<file path="config.mk">
export PLATFORM = sky130hd
export DESIGN_NAME = target_encoder
export DESIGN_NICKNAME = d
export VERILOG_FILES = /design/src/rtl/target_encoder.sv
export SDC_FILE = /design/constraint.sdc
export NUM_CORES = 1
export LEC_CHECK = 0
export BUFFER_PORTS_ARGS = -buffer_cell sky130_fd_sc_hd__buf_2
export CORE_MARGIN = 3
export CORE_UTILIZATION = 45
export CTS_BUF_LIST = sky130_fd_sc_hd__clkbuf_8
export CTS_CLUSTER_SIZE = 20
export DETAILED_ROUTE_END_ITERATION = 8
export PLACE_DENSITY_LB_ADDON = 0.1
export SLEW_MARGIN = 15
export SYNTH_ARGS = -nofsm -noshare
export SYNTH_HDL_FRONTEND = slang
export SYNTH_SLANG_ARGS = --single-unit
</file>
<file path="constraint.sdc">
create_clock -name Clk -period 3.4 [get_ports Clk]
set_input_delay 0.34 -clock Clk [delete_from_list [all_inputs] [get_ports Clk]]
set_output_delay 0.34 -clock Clk [all_outputs]
set_load 0.02 [all_outputs]
</file>
<file path="src/rtl/target_encoder.sv">
// Purpose : small fully-associative table that encodes a branch target into a short index,
//           allocating a new entry on a miss when asked; the decode side reads it back.
// Latency : accept at edge E0, response after edge E(k+1) for a hit at k, E(n+1) for a
//           miss/allocation with n valid entries, E(DEPTH) for FULL.
// Backpr. : one request in flight; Req_ready is low from accept until the response is
//           taken (Rsp_valid && Rsp_ready). The response is held stable while Rsp_ready is low.
//
// Ports:
//   Clk, Reset          rising-edge clock, asynchronous active-low reset
//   Clear               synchronous invalidate of every entry (honoured only when idle)
//   Req_valid/ready     request handshake; Req_target is the offset to look up,
//                       Req_alloc asks for a new entry when the target is absent
//   Rsp_valid/ready     response handshake; Rsp_addr is the index, Rsp_status is
//                       00 HIT, 01 NEW, 10 MISS, 11 FULL
//   Rd_addr, Rd_target  combinational decode of an index (DFLT for an invalid entry)
//   Count               number of valid entries, 0..DEPTH

module target_encoder #(
  parameter int              DEPTH = 8,
  parameter int              AW    = 3,
  parameter int              TW    = 10,
  parameter logic [TW-1:0]   DFLT  = 10'h001
) (
  input  logic          Clk,
  input  logic          Reset,
  input  logic          Clear,
  input  logic          Req_valid,
  output logic          Req_ready,
  input  logic [TW-1:0] Req_target,
  input  logic          Req_alloc,
  output logic          Rsp_valid,
  input  logic          Rsp_ready,
  output logic [AW-1:0] Rsp_addr,
  output logic [1:0]    Rsp_status,
  input  logic [AW-1:0] Rd_addr,
  output logic [TW-1:0] Rd_target,
  output logic [AW:0]   Count
);

  typedef enum logic [1:0] {
    IDLE   = 2'd0,
    SEARCH = 2'd1,
    RESP   = 2'd2
  } state_t;

  localparam logic [1:0]    ST_HIT  = 2'b00;
  localparam logic [1:0]    ST_NEW  = 2'b01;
  localparam logic [1:0]    ST_MISS = 2'b10;
  localparam logic [1:0]    ST_FULL = 2'b11;
  localparam logic [AW-1:0] LAST_IDX = AW'(DEPTH - 1);
  localparam logic [AW:0]   CNT_ONE  = (AW+1)'(1);

  state_t              state_q, state_d;
  logic [AW-1:0]       idx_q, idx_d;
  logic [TW-1:0]       req_tgt_q, req_tgt_d;
  logic                req_alloc_q, req_alloc_d;
  logic [AW-1:0]       rsp_addr_q, rsp_addr_d;
  logic [1:0]          rsp_status_q, rsp_status_d;
  logic [AW:0]         count_q, count_d;
  logic [DEPTH-1:0]    valid_q, valid_d;
  logic [TW-1:0]       tgt_q [DEPTH];
  logic [TW-1:0]       tgt_d [DEPTH];

  // Entries are allocated contiguously from index 0, so the first invalid
  // entry met during the linear scan is both the miss point and the next
  // free slot; no separate free pointer is needed.
  always_comb begin
    state_d      = state_q;
    idx_d        = idx_q;
    req_tgt_d    = req_tgt_q;
    req_alloc_d  = req_alloc_q;
    rsp_addr_d   = rsp_addr_q;
    rsp_status_d = rsp_status_q;
    count_d      = count_q;
    valid_d      = valid_q;
    tgt_d        = tgt_q;

    unique case (state_q)
      IDLE: begin
        // Clear wins over a simultaneous request, which stays pending.
        if (Clear) begin
          valid_d = '0;
          count_d = '0;
        end else if (Req_valid) begin
          req_tgt_d   = Req_target;
          req_alloc_d = Req_alloc;
          idx_d       = '0;
          state_d     = SEARCH;
        end
      end

      SEARCH: begin
        if (valid_q[idx_q]) begin
          if (tgt_q[idx_q] == req_tgt_q) begin
            rsp_status_d = ST_HIT;
            rsp_addr_d   = idx_q;
            state_d      = RESP;
          end else if (idx_q == LAST_IDX) begin
            rsp_status_d = ST_FULL;
            rsp_addr_d   = '0;
            state_d      = RESP;
          end else begin
            idx_d = idx_q + 1'b1;
          end
        end else if (req_alloc_q) begin
          // Written on the same edge that enters RESP, so the new entry is
          // readable in the cycle Rsp_valid rises.
          tgt_d[idx_q]   = req_tgt_q;
          valid_d[idx_q] = 1'b1;
          count_d        = count_q + CNT_ONE;
          rsp_status_d   = ST_NEW;
          rsp_addr_d     = idx_q;
          state_d        = RESP;
        end else begin
          rsp_status_d = ST_MISS;
          rsp_addr_d   = '0;
          state_d      = RESP;
        end
      end

      RESP: begin
        if (Rsp_ready) begin
          state_d = IDLE;
        end
      end

      default: begin
        state_d = IDLE;
      end
    endcase
  end

  always_ff @(posedge Clk or negedge Reset) begin
    if (!Reset) begin
      state_q      <= IDLE;
      idx_q        <= '0;
      req_tgt_q    <= '0;
      req_alloc_q  <= 1'b0;
      rsp_addr_q   <= '0;
      rsp_status_q <= ST_HIT;
      count_q      <= '0;
      valid_q      <= '0;
      for (int i = 0; i < DEPTH; i++) begin
        tgt_q[i] <= '0;
      end
    end else begin
      state_q      <= state_d;
      idx_q        <= idx_d;
      req_tgt_q    <= req_tgt_d;
      req_alloc_q  <= req_alloc_d;
      rsp_addr_q   <= rsp_addr_d;
      rsp_status_q <= rsp_status_d;
      count_q      <= count_d;
      valid_q      <= valid_d;
      for (int i = 0; i < DEPTH; i++) begin
        tgt_q[i] <= tgt_d[i];
      end
    end
  end

  assign Req_ready  = (state_q == IDLE) && !Clear;
  assign Rsp_valid  = (state_q == RESP);
  assign Rsp_addr   = rsp_addr_q;
  assign Rsp_status = rsp_status_q;
  assign Count      = count_q;
  assign Rd_target  = valid_q[Rd_addr] ? tgt_q[Rd_addr] : DFLT;

  // Count is a cached popcount of the valid bits and never exceeds DEPTH.
  a_count_range : assert property (@(posedge Clk) disable iff (!Reset)
    count_q <= (AW+1)'(DEPTH));
  a_count_pop : assert property (@(posedge Clk) disable iff (!Reset)
    count_q == (AW+1)'($countones(valid_q)));
  // A stalled response does not change underneath the consumer.
  a_rsp_stable : assert property (@(posedge Clk) disable iff (!Reset)
    (state_q == RESP && !Rsp_ready) |=>
      (state_q == RESP && $stable(rsp_addr_q) && $stable(rsp_status_q)));

endmodule

</file>
# --- Yosys cells after proc, flatten, opt, wreduce, memory -nomap -nowiden ---
# Cells that the tools add are included.
word_totals:
  romBits: 0
  out_inout_bits: 21
  latchBits: 0
  ramBits: 0
  ff_bits: 113
  mem_count: 0
classes:
  n_eq_ne: 15
  bitwise_logic: 5
  div_mod_pow: 0
  muxes: 45
  shifts: 0
  addsub: 2
  reduce_logical: 12
  mul: 0
  order_cmp: 6
op_table:
  columns: ["operator", "count"]
  rows:
  - ["80-bit bitwise mux", 1]
  - ["10-bit binary-select mux with 3-bit select", 2]
  - ["10-bit 2-to-1 mux", 6]
  - ["10-bit demux with 3-bit select", 1]
  - ["3-bit 2-to-1 mux", 9]
  - ["8-bit 2-to-1 mux", 3]
  - ["2-bit 2-to-1 mux", 10]
  - ["2-bit != test (second input constant)", 8]
  - ["8-bit case mux with 2 select lines", 1]
  - ["4-bit 2-to-1 mux", 3]
  - ["10-bit == test", 1]
  - ["4-bit greater-or-equal comparator (second input constant)", 2]
  - ["3-bit by 4-bit less-than comparator with 1-bit output (second input constant)", 2]
  - ["3-bit NOT with 4-bit output", 2]
  - ["8-bit bitwise OR", 1]
  - ["4-bit case mux with 2 select lines", 1]
  - ["4-bit AND reduction", 2]
  - ["1-bit binary-select mux with 3-bit select", 2]
  - ["2-bit case mux with 3 select lines", 1]
  - ["3-bit case mux with 2 select lines", 1]
  - ["3-bit AND reduction", 2]
  - ["6-bit AND reduction", 1]
  - ["4-bit by 1-bit adder with 4-bit output (second input constant)", 1]
  - ["4-bit by 1-bit less-than comparator with 1-bit output (second input constant)", 1]
  - ["16 further kinds", 21]

# --- Longest topological paths before layout ---
depth:
  depth_word: 8
  mapped_depth: 10

# --- Worst setup path before layout ---
# Ideal clock, no wire load.
synth_timing:
  kind: "register to register"
  startpoint: "reg idx_q[0]"
  endpoint: "reg idx_q[1]"
  arrival_ns: 2.406
  path_slack_ns: 0.867
  setup_ns: 0.128
  synth_period_minus_slack_ns: 2.533
  path_stages_with_launch: 9
  required_time_ns: 3.272
  cell_sequence: "dfrtp_1 > buf_6 > mux4_2 > mux2i_1 > xor2_1 > nand4_1 > nor4_4 > a211oi_2 > mux2_1"
synth_between:
  elab_chain_len: 7
synth_lines:
  columns: ["item", "line_no", "text"]
  rows:
  - ["start, declared", "54", "logic [AW-1:0] idx_q, idx_d;"]
  - ["start signal, assigned", "148", "idx_q <= idx_d;"]
  - ["3-bit NOT with 4-bit output (implied by the code)", "94", "if (tgt_q[idx_q] == req_tgt_q) begin"]
  - ["10-bit binary-select mux with 3-bit select", "94", null]
  - ["10-bit 2-to-1 mux (implied by the code) (2 in a row)", "94", null]
  - ["10-bit == test", "94", null]
  - ["2-bit != test (no source line)", null, null]
  - ["6-bit AND reduction (no source line)", null, null]
# Parallel ways exist; a longest one is shown, timed or not. The select of a mux whose other input is x is not followed.
# A chain may end at the register's enable or synchronous reset.

# --- Worst setup path in the final report ---
layout_timing:
  startpoint: "reg idx_q[0]"
  endpoint: "reg rsp_addr_q[0], in the netlist Rsp_addr[0]"
layout_between:
  elab_chain_len: 7
layout_lines:
  columns: ["item", "line_no", "text"]
  rows:
  - ["3-bit NOT with 4-bit output (implied by the code)", "94", null]
  - ["10-bit binary-select mux with 3-bit select", "94", null]
  - ["10-bit 2-to-1 mux (implied by the code) (2 in a row)", "94", null]
  - ["10-bit == test", "94", null]
  - ["3-bit by 1-bit != test with 1-bit output (no source line) or 3-bit 2-to-1 mux (tied branches)", null, null]
  - ["2-bit AND reduction (no source line) or 3-bit 2-to-1 mux (tied branches)", null, null]
  - ["end signal, assigned", "151", "rsp_addr_q <= rsp_addr_d;"]
  - ["end, declared", "57", "logic [AW-1:0] rsp_addr_q, rsp_addr_d;"]
# Parallel ways exist; a longest one is shown, timed or not. The select of a mux whose other input is x is not followed.

==> metrics.txt <==
status=finished, final reports clean; synthesized area per cell=14.2 µm²; Post-Synthesis Cells=414; Iter 0 DRT Violations=183; DIE WIDTH=120 µm; Synth Register Bits=113; Max H-tree Level=4; largest net degree at the start of global routing=73; antenna violations before repair=0; Worst Max-Slew Pin Slew=1.06 ns; 1st-pass router iterations=4; Final Cell Area=6740 µm²; Synth Net Count=436; worst vdd ir=0.321 mV; PD cells=640 nW/µm²; CP endpoint kind=register; Seq pwr share=0.440; critical path class=register to register; DRC violations left=0; post-route ant nets=0; final net count=487; Ys Warns=0; Slew Limit Headroom=0.291; CP required=3.71 ns; Tmin final=2.94 ns; final setup margin=0.464 ns; CTS tree=done; CTS Sinks=113; Tcrit/Tclk final=0.863; sw frac=0.329; CTS Buf Count=17; HPWL Detailed=9.31 mm; number of global-route vias before repair=3842; post-DR wirelength/cell=21.3 µm; Leak Pwr=3.13 nW; Max Cap Viol=0; f_max=341 MHz; Core Box Area=12700 µm²; Final Hold Viols=0; net switching power figure=1.42 mW; first-pass GRT wire length=22.2 mm; IO Port Bufs=39; postcts setup bufs=0; max-slew violations=0; GRT overflow=0; type of origin of the critical path=register; Logic pwr share=0.287; endpoints failing setup=0; # rows=41; Mapped Area=5900 µm²; Root Driver=clkbuf_8; Post-Layout Cell Count=648; fraction of the yosys area taken by sequential cells=0.479; Synth cell types=41; clk slew on worst S/H paths=0.07 ns; clock buffer depth=2; WL final=13.8 mm; Vert. Die Dim=120 µm; internal power component=2.89 mW; Clk pwr share=0.273; RSZ-0062 raised after global routing=no; Synth-to-Final Area Change=14.3%; vias per cell=5.67; maximum fanout along the worst path=14; DP Worst Slack=0.453 ns; Initial Util=0.464; Via Count=3677; Placed Cells=617; Finished Core Util=0.530; reg2reg path depth=7; Min-Delay Path Depth=2; GR Util All Layers=0.206; ANT cells=0; fill count=1131; worst skew pair latency=0.44 ns; Crit path arrival time=3.25 ns; Total Neg Setup Slack=0 ns; Fin Hold WS=0.128 ns; gpl congestion=0.776; Hold Crit Class=primary input to register; Tot Pwr=4.32 mW; Cell Area, Placed=6370 µm²; Top-Level Pins=40; share of layout cells above drive strength 1=0.487; die area=14500 µm²; Clock Skew=0.0145 ns
==> synth_stat cells <==
library cell  count  share of area
a221oi_1          1         0.0015
nor3_1            2         0.0017
a32o_1            2         0.0034
nor3b_1           1         0.0013
xor2_1            6         0.0089
nand4_1           2         0.0021
mux2_1            2         0.0038
or2_2             2         0.0021
buf_4             1         0.0013
a31o_2            1         0.0015
a22o_1            3         0.0045
and3_1            3         0.0032
o21bai_1          1         0.0013
buf_1            10         0.0064
buf_2            12          0.010
a211oi_2          1         0.0021
and2_1            5         0.0053
nand2_1          12         0.0076
o2bb2ai_1         2         0.0030
mux2i_1          24          0.041
dfrtp_1         113           0.48
nor2_1           23          0.015
o211ai_1          1         0.0013
inv_1             6         0.0038
mux4_2           39           0.15
nor3_2            1         0.0017
o22ai_1           1         0.0011
nand2b_1          2         0.0021
mux4_1            1         0.0045
a211o_1           1         0.0015
a21oi_1           8         0.0068
a221o_1           1         0.0017
nand3_2           1         0.0017
clkbuf_1          7         0.0045
mux2_2           96           0.18
nor4_4            1         0.0036
a22oi_1           1         0.0013
nor2b_1           7         0.0074
ha_1              3         0.0064
buf_6             2         0.0038
xnor2_1           6         0.0089
==> power groups by stage <==
| stage | Clock, mW | Combinational, mW | Sequential, mW |
|---|---|---|---|
| 2_1_floorplan | 0 | 1.11 | 1.72 |
| 4_1_cts | 1.21 | 1.25 | 1.90 |
| 3_5_place_dp | 0 | 1.24 | 1.92 |
| 6_report | 1.18 | 1.24 | 1.90 |
| 5_1_grt | 1.28 | 1.34 | 1.95 |
| 3_3_place_gp | 0 | 1.23 | 1.91 |
==> metal layers <==
layer  vias up  wire [µm]  track usage
met5         -          0            0
met4         0        171       0.0701
met3        16        718       0.0482
met2        93       6760        0.330
met1      1922       6150        0.279
li1       1646          -            -
==> sequential cells by signal, summed over array words and instances, names as in the netlist <==
| signal | flops |
|---|---|
| req_tgt_q | 10 |
| idx_q | 3 |
| Count | 4 |
| Rsp_addr | 3 |
| state_q | 2 |
| req_alloc_q | 1 |
| tgt_q | 80 |
| Rsp_status | 2 |
| valid_q | 8 |
==> cell usage in the layout (no fill, tap or decap), drive strengths merged, types with 5 or more instances in the layout <==
master and instances:
mux2 98, inv 10, nor2 23, clkinv 5, clkbuf 19, nor2b 7
mux4 40, dfrtp 113, a21oi 8, and2 5, xnor2 6, xor2 6
nand2 12, mux2i 24, buf 63
==> worst paths after layout <==
path	slack (ns)	startpoint	to
max	0.46	idx_q[0]	Rsp_addr[0]
min	0.13	Req_target[9]	req_tgt_q[9]
min in group asynchronous	0.43	Reset	idx_q[1]
max reg2reg	0.46	idx_q[0]	Rsp_addr[0]
max in group asynchronous	2.17	Reset	tgt_q[62]
min reg2reg	0.53	tgt_q[73]	tgt_q[73]
==> logic make-up (layout without fill, tap and decap cells) <==
logic type / after synthesis / in the layout / synth area share
buf+inv: 38 / 100 / 0.0299
flops: 113 / 113 / 0.479
compound gates: 24 / 24 / 0.0308
simple gates: 62 / 62 / 0.0545
mux: 162 / 162 / 0.381
xor+xnor: 12 / 12 / 0.0178
fa+ha+maj: 3 / 3 / 0.00636
==> what timing repair did <==
item	in CTS	in global routing
hold endpoints to repair	41	0
hold buffers	1	0
resized for setup	0	0
==> area by class of cell <==
| class | instances | area, µm² | area share |
|---|---|---|---|
| multi-input combinational | 263 | 2900 | 0.430 |
| timing repair buffer | 64 | 413 | 0.0613 |
| clock inverter | 11 | 100 | 0.0149 |
| inverter | 6 | 22.5 | 0.00334 |
| tap | 172 | 215 | 0.0319 |
| clock buffer | 19 | 262 | 0.0388 |
| sequential | 113 | 2830 | 0.420 |
==> worst max-delay path, stage by stage, from the launching register on <==
cell     delay [ns]
dfrtp_1        0.61
buf_4          0.36
mux4_2         0.54
mux2i_1        0.20
xnor2_1        0.14
nor3_2         0.43
nand3_2        0.17
a221o_1        0.35
Power figures use the tool's default switching activity.
